==> config.mk <==
export PLATFORM = sky130hd
export DESIGN_NAME = cdc_tx_queue
export DESIGN_NICKNAME = d
export VERILOG_FILES = /design/src/rtl/cdc_pkg.sv /design/src/rtl/cdc_tx_queue.sv
export SDC_FILE = /design/constraint.sdc
export NUM_CORES = 1
export LEC_CHECK = 0
export BUFFER_PORTS_ARGS = -buffer_cell sky130_fd_sc_hd__buf_2
export CORE_UTILIZATION = 45
export DETAILED_ROUTE_END_ITERATION = 8
export GPL_TIMING_DRIVEN = 0
export PLACE_DENSITY = 0.64
export SYNTH_ARGS = -nofsm -noshare
export SYNTH_HDL_FRONTEND = slang
export SYNTH_SLANG_ARGS = --single-unit
==> constraint.sdc <==
create_clock -name w_clk -period 8.43 [get_ports w_clk]
set_input_delay 1.686 -clock w_clk [delete_from_list [all_inputs] [get_ports w_clk]]
set_output_delay 1.686 -clock w_clk [all_outputs]
set_load 0.02 [all_outputs]
==> src/rtl/cdc_pkg.sv <==
// Shared sizing for the write-side CDC queue: default dimensions and pointer width helper.
package cdc_pkg;

  localparam int DEF_WIDTH = 32;
  localparam int DEF_DEPTH = 8;
  localparam int DEF_CNT_W = 16;

  // One extra bit beyond the address so full and empty stay distinguishable.
  function automatic int ptr_w(input int depth);
    return $clog2(depth) + 1;
  endfunction

endpackage

==> src/rtl/cdc_tx_queue.sv <==
// DEPTH-word queue feeding a toggle-handshake CDC; one-cycle m_valid pulses, earliest 1 cycle after push.
// Backpressure: s_ready drops when full or flushing; a pop in the same cycle never frees a full slot.
module cdc_tx_queue
  import cdc_pkg::*;
#(
  parameter int WIDTH = DEF_WIDTH,
  parameter int DEPTH = DEF_DEPTH,
  parameter int CNT_W = DEF_CNT_W
) (
  input  logic                     w_clk,
  input  logic                     w_reset_n,
  input  logic [WIDTH-1:0]         s_data,
  input  logic                     s_valid,
  output logic                     s_ready,
  input  logic                     flush,
  output logic [WIDTH-1:0]         m_data,
  output logic                     m_valid,
  input  logic                     m_ready,
  output logic [$clog2(DEPTH):0]   level,
  output logic [CNT_W-1:0]         sent_cnt
);

  localparam int PTR_W = ptr_w(DEPTH);
  localparam int ADDR  = PTR_W - 1;

  logic [WIDTH-1:0] mem [DEPTH];
  logic [PTR_W-1:0] wr_ptr;
  logic [PTR_W-1:0] rd_ptr;
  logic             empty;
  logic             full;
  logic             push;
  logic             pop;

  assign empty = (wr_ptr == rd_ptr);
  assign full  = (wr_ptr[ADDR] != rd_ptr[ADDR]) &&
                 (wr_ptr[ADDR-1:0] == rd_ptr[ADDR-1:0]);

  assign s_ready = !full && !flush;
  // m_ready is a registered compare inside the CDC, so this path stays short.
  assign m_valid = !empty && m_ready && !flush;
  assign m_data  = mem[rd_ptr[ADDR-1:0]];
  assign level   = wr_ptr - rd_ptr;

  assign push = s_valid && s_ready;
  assign pop  = m_valid;

  always_ff @(posedge w_clk or negedge w_reset_n) begin
    if (!w_reset_n) begin
      for (int i = 0; i < DEPTH; i++) begin
        mem[i] <= '0;
      end
    end else if (push) begin
      mem[wr_ptr[ADDR-1:0]] <= s_data;
    end
  end

  always_ff @(posedge w_clk or negedge w_reset_n) begin
    if (!w_reset_n) begin
      wr_ptr <= '0;
    end else if (push) begin
      wr_ptr <= wr_ptr + 1'b1;
    end
  end

  // Flush discards everything not yet handed over by snapping the head to the tail.
  always_ff @(posedge w_clk or negedge w_reset_n) begin
    if (!w_reset_n) begin
      rd_ptr <= '0;
    end else if (flush) begin
      rd_ptr <= wr_ptr;
    end else if (pop) begin
      rd_ptr <= rd_ptr + 1'b1;
    end
  end

  always_ff @(posedge w_clk or negedge w_reset_n) begin
    if (!w_reset_n) begin
      sent_cnt <= '0;
    end else if (pop && (sent_cnt != '1)) begin
      sent_cnt <= sent_cnt + 1'b1;
    end
  end

endmodule

==> qor.csv, run 1 <==
metric,value,unit
PostCTS Resize Cnt,0,
sequential cell area,7010,um2
layout cell share with drive strength beyond 1,0.482,
core area,28100,um2
Initial Utilization,0.464,
Util after Layout,0.533,
VDD IR max,0.000192,V
Mapped Area,13000,um2
Sequential Power Share,0.374,
first-pass GRT wire length,45.3,mm
crit-path max FO,10,
CP startpoint,rd_ptr[1]$_DFFE_PN0P_,
number of global-route vias before repair,7822,
WP buf/inv,6,
Clock Skews,14.3,ps
gr ovfl total,0,
DRT antenna net count,0,
DIE AREA,29600,um2
#FFs+latches synth,280,
register area share after synthesis,0.538,
clock power share,0.211,
Final nets,1029,
relative slew slack,0.433,
DR vias/cell,5.38,
CP Launch Type,register,
H-tree depth,1,
post-synth top area cell,dfrtp_1,
DRT met1 WL,12.8,mm
CP Capture Type,output pin,
count of final max-slew check failures,0,
# rows,61,
arrival time worst endpoint,4050,ps
Critical Path RT,6740,ps
Final Hold Fails,0,
DR top layer,met5,
fin crit share,0.681,
type of the worst min-delay path,register to register,
Most used DFF post-synth,dfrtp_1,
worst skew pair latency,560,ps
max-cap check violation count,0,
flop-to-flop setup slack,4400,ps
met3 wire length,1.69,mm
Syn Area/Cell,15.1,um2
DRT Wirelength,28.2,mm
drt first pass iters,4,
worst r2r dst,mem[151]$_DFFE_PN0P_,
Yosys top cell area share,0.538,
Die X,172,um
final setup TNS,0,ps
DRC Markers,0,
unrepaired setup endpoints after global routing,false,
P_leak,6.83,nW
dpl hpwl,17.8,mm
"commonest non-fill, non-tap cell in the layout",dfrtp_1,
run status,completed,
Syn Inst Count,862,
Post-CTS Setup Bufs,0,
fmax,174,MHz
DR iter-0 viols,421,
largest net degree at the start of global routing,112,
worst-margin pin slew,851,ps
Layout fillers,2380,
Die Height,172,um
CP max stage delay,650,ps
num ports,91,
Async SR Flop Fraction,1.00,
R2R cell count,10,
P_int,4.06,mW
switching portion of total power,0.338,
synth warn,0,
critical path depth,9,
CTS max path bufs,3,
Comb pwr share,0.415,
Overall Global Routing Usage,0.202,
net switching power,2.07,mW
pwr dens,410,nW/um2
Synth-to-Final Area Change,15.0,%
antenna violations before repair,2,
DR WL met2,13.3,mm
critical path's top delay family,buffers and inverters,
crit path to,m_valid,
Multi-input gate area,5670,um2
TritonCTS clock tree,built,
worst r2r src,rd_ptr[1]$_DFFE_PN0P_,
port buffer count,89,
Post-synth EDFFs,0,
total CTS buffers,30,
global placement routability congestion,0.760,
"Critical Path, Cell by Cell",buf_1 > buf_1 > inv_1 > ha_1 > nand3_1 > o21ai_1 > buf_2 > inv_1 > buf_2,
"Net Count, Synth",906,
Tmin final,5740,ps
most frequent cells in the layout,"280 x dfrtp_1, 200 x mux2_2, 111 x nand2_1, 109 x buf_2, 64 x mux4_2",
root buffer cell,clkbuf_16,
# setup viols final,0,
Worst-path clk slew,60,ps
Vias,7447,
Yosys cell types,37,
Hold Buf Count CTS,0,
routed len/inst,20.4,um
CTS sink count,280,
Setup CP Type,register to output pin,
main area contributors after synthesis,"dfrtp_1 54%, mux2_2 17%, mux4_2 11%",
"Slowest-stage cell, CP",buf_1,
logic make-up after synthesis:
logic type / count (synthesis) / share of synthesized area
buffers and inverters: 60 / 0.0262
adders and majority gates: 7 / 0.00730
DFF: 280 / 0.538
and+or+nand+nor: 156 / 0.0602
AOI/OAI and AO/OA: 10 / 0.00442
muxes: 324 / 0.347
xor gates and xnor gates: 25 / 0.0168
cell usage after synthesis, types with 4 or more instances:
master	number
dfrtp_1	280
mux2_2	200
nand2_1	111
mux4_2	64
mux2_4	40
buf_2	21
mux2_1	18
xor2_1	18
clkbuf_1	13
buf_6	10
nor4_1	9
inv_1	8
xnor2_1	7
ha_1	6
nand3_1	6
nand4_1	6
nor3_1	5
nor3_4	5
buf_4	4
o21ai_0	4
per-layer routing:
layer,track usage,up-vias
met5,0,-
met4,0.0427,2
met3,0.0439,34
met2,0.320,162
met1,0.287,3871
li1,-,3378
sequential cells by signal (all words and copies together), names as in the netlist:
register and cells:
sent_cnt 16, rd_ptr 4, mem 256, wr_ptr 4
power by group through the flow:
stage	combinational, mW	sequential, mW	clock (mW)
floorplan	1.95	2.22	0
global placement	2.54	2.29	0
detailed placement	2.58	2.31	0
CTS	2.59	2.30	1.33
global route	2.78	2.38	1.38
finish	2.55	2.30	1.29
stage by stage:
| step | hold slack [ps] | setup WS [ps] | power (mW) | std cells | area [um2] |
|---|---|---|---|---|---|
| 2_1_floorplan | 452 | 4190 | 4.17 | 862 | 13000 |
| 3_3_place_gp | 465 | 275 | 4.83 | 1329 | 13900 |
| 3_5_place_dp | 469 | 3330 | 4.89 | 1331 | 14000 |
| 4_1_cts | 481 | 2720 | 6.22 | 1382 | 15000 |
| 5_1_grt | 501 | 2550 | 6.54 | 1382 | 15000 |
| 6_report | 481 | 2690 | 6.14 | 1383 | 15000 |
area by class of cell:
| class | instances | share of cell area |
|---|---|---|
| Sequential cell | 280 | 0.468 |
| Multi-Input combinational cell | 522 | 0.379 |
| Clock buffer | 42 | 0.0572 |
| Timing Repair Buffer | 91 | 0.0341 |
| Tap cell | 378 | 0.0316 |
| Buffer | 51 | 0.0206 |
| Clock inverter | 9 | 0.00711 |
| Inverter | 9 | 0.00226 |
| Antenna cell | 1 | 0.000167 |
worst min-delay path by stage:
stage	from	endpoint	slack (ps)	cells past startpoint
floorplan	mem[168]$_DFFE_PN0P_	mem[168]$_DFFE_PN0P_	450	1
global placement	mem[206]$_DFFE_PN0P_	mem[206]$_DFFE_PN0P_	470	1
detailed placement	mem[168]$_DFFE_PN0P_	mem[168]$_DFFE_PN0P_	470	1
CTS	mem[168]$_DFFE_PN0P_	mem[168]$_DFFE_PN0P_	480	1
global route	mem[6]$_DFFE_PN0P_	mem[6]$_DFFE_PN0P_	500	1
finish	mem[6]$_DFFE_PN0P_	mem[6]$_DFFE_PN0P_	480	1
Note: power is estimated with default switching activity, not from simulation.
==> inputs of run 2 (changes only) <==
--- a/config.mk
+++ b/config.mk
@@ -9,7 +9,7 @@
 export CORE_UTILIZATION = 45
 export DETAILED_ROUTE_END_ITERATION = 8
 export GPL_TIMING_DRIVEN = 0
-export PLACE_DENSITY = 0.64
+export PLACE_DENSITY = 0.67
 export SYNTH_ARGS = -nofsm -noshare
 export SYNTH_HDL_FRONTEND = slang
 export SYNTH_SLANG_ARGS = --single-unit
==> constraint.sdc (replaced) <==
create_clock -name w_clk -period 4.77 [get_ports w_clk]
set_input_delay 0.954 -clock w_clk [delete_from_list [all_inputs] [get_ports w_clk]]
set_output_delay 0.954 -clock w_clk [all_outputs]
set_load 0.02 [all_outputs]
==> qor.csv, run 2 (synthesis gave the netlist of run 1 again) <==
metric,value,unit,change
routed len/inst,19.8,um,was 20.4 um
Tmin final,4330,ps,
DRC Markers,0,,unchanged
CP Capture Type,output pin,,unchanged
# rows,61,,unchanged
global placement routability congestion,0.755,,was 0.760
DRT antenna net count,0,,unchanged
Clock Skews,12.9,ps,was 14.3 ps
first-pass GRT wire length,44.4,mm,was 45.3 mm
Largest register FFs,256,,unchanged
R2R cell count,10,,unchanged
Util after Layout,0.537,,was 0.533
Final Hold Fails,0,,unchanged
DR iter-0 viols,424,,was 421
num ports,91,,unchanged
total CTS buffers,30,,unchanged
CTS sink count,280,,unchanged
Largest Register,mem,,unchanged
relative slew slack,0.447,,was 0.433
Die Height,172,um,unchanged
core area,28100,um2,unchanged
Initial Utilization,0.464,,unchanged
fmax,231,MHz,
Critical Path RT,3820,ps,was 6740 ps
TritonCTS clock tree,built,,unchanged
CP Launch Type,register,,unchanged
worst r2r dst,mem[164]$_DFFE_PN0P_,,was mem[151]$_DFFE_PN0P_
DRT Wirelength,27.5,mm,was 28.2 mm
run status,completed,,unchanged
pwr dens,730,nW/um2,was 410 nW/um2
antenna violations before repair,1,,was 2
dpl cell area,14000,um2,unchanged
fin crit share,0.907,,
root buffer cell,clkbuf_16,,unchanged
worst skew pair latency,550,ps,was 560 ps
count of final max-slew check failures,0,,unchanged
flop-to-flop setup slack,1190,ps,was 4400 ps
layout cell share with drive strength beyond 1,0.487,,was 0.482
Non-Filler Instances,1385,,was 1383
Worst-path clk slew,60,ps,about the same
unrepaired setup endpoints after global routing,false,,unchanged
"commonest non-fill, non-tap cell in the layout",dfrtp_1,,unchanged
Hold Slack,355,ps,was 481 ps
Layout fillers,2447,,was 2380
gr ovfl total,0,,unchanged
drt first pass iters,5,,was 4
Vias,7477,,was 7447
# setup viols final,0,,unchanged
dpl cells,1331,,unchanged
P_leak,6.88,nW,was 6.83 nW
crit-path max FO,10,,unchanged
max-cap check violation count,0,,unchanged
arrival time worst endpoint,3370,ps,was 4050 ps
number of global-route vias before repair,7798,,was 7822
Die X,172,um,unchanged
largest net degree at the start of global routing,108,,was 112
Final Cell Area,15100,um2,was 15000 um2
dpl hpwl,17.4,mm,was 17.8 mm
Final nets,1029,,unchanged
Overall Global Routing Usage,0.197,,was 0.202
Tot Pwr,11.0,mW,was 6.14 mW
DIE AREA,29600,um2,unchanged
DR vias/cell,5.40,,was 5.38
H-tree depth,1,,unchanged
n_diodes,0,,was 1
worst-margin pin slew,829,ps,was 851 ps
biggest regs,"mem x256, sent_cnt x16",,unchanged
worst r2r src,rd_ptr[2]$_DFFE_PN0P_,,was rd_ptr[1]$_DFFE_PN0P_
Setup CP Type,register to output pin,,unchanged
Synth-to-Final Area Change,15.8,%,was 15.0%
type of the worst min-delay path,input port to async pin,,was register to register
CTS max path bufs,3,,unchanged
VDD IR max,0.000406,V,was 0.000192 V
port buffer count,89,,unchanged
most frequent cells in the layout,"280 x dfrtp_1, 200 x mux2_2, 111 x nand2_1, 110 x buf_2, 64 x mux4_2",,"was 280 x dfrtp_1, 200 x mux2_2, 111 x nand2_1, 109 x buf_2, 64 x mux4_2"
run 2: timing repair:
action | 4_1_cts | 5_1_grt
endpoints found under the setup margin | 1 | 1
gates resized for setup | 1 | 2
hold buffers | 0 | 0
setup buffers | 0 | 0
run 2: critical path, cell delays in order, from the launching register on:
cell      delay, ps
dfrtp_1         320
clkbuf_1        300
clkinv_1        330
clkbuf_1        390
ha_1            460
nand3_1         160
o21ai_2         350
buf_2           290
inv_1            50
buf_2           150
run 2: metrics by stage:
stage / setup WS, ps / setup TNS (ps)
2_1_floorplan: 1600 / 0
3_3_place_gp: -2560 / -712170
3_5_place_dp: 585 / 0
4_1_cts: 182 / 0
5_1_grt: 193 / 0
6_report: 442 / 0
run 2: area by class of cell:
class	count	area (um2)	area share
well taps	378	473	0.0314
clock inverters	11	183	0.0121
flip-flops and latches	280	7010	0.465
multi-input cells	522	5680	0.377
clock buffers	43	881	0.0584
repair buffers	91	510	0.0339
inverters	9	33.8	0.00224
plain buffers	51	310	0.0206
run 2: worst max-delay path by stage:
stage                     startpoint             endpoint
6_report       rd_ptr[2]$_DFFE_PN0P_              m_valid
5_1_grt        rd_ptr[2]$_DFFE_PN0P_              m_valid
4_1_cts        rd_ptr[1]$_DFFE_PN0P_              m_valid
3_5_place_dp   rd_ptr[1]$_DFFE_PN0P_              m_valid
3_3_place_gp               w_reset_n  mem[26]$_DFFE_PN0P_
2_1_floorplan  rd_ptr[1]$_DFFE_PN0P_              m_valid
run 2: report_power, final:
part           internal, mW  switching [mW]  leakage (nW)  total (mW)
Clock                  1.54           0.927         0.523        2.47
Sequential             3.48           0.559          3.48        4.04
Combinational          2.35            2.15          2.87        4.50
Total                  7.38            3.63          6.88        11.0
run 2: per-layer routing:
metal / global-route usage / share of wire / vias up
met2: 0.310 / 0.47 / 135
met5: 0 / 0.00047 / -
met4: 0.0392 / 0.016 / 2
met3: 0.0375 / 0.051 / 34
met1: 0.286 / 0.46 / 3918
li1: - / - / 3388
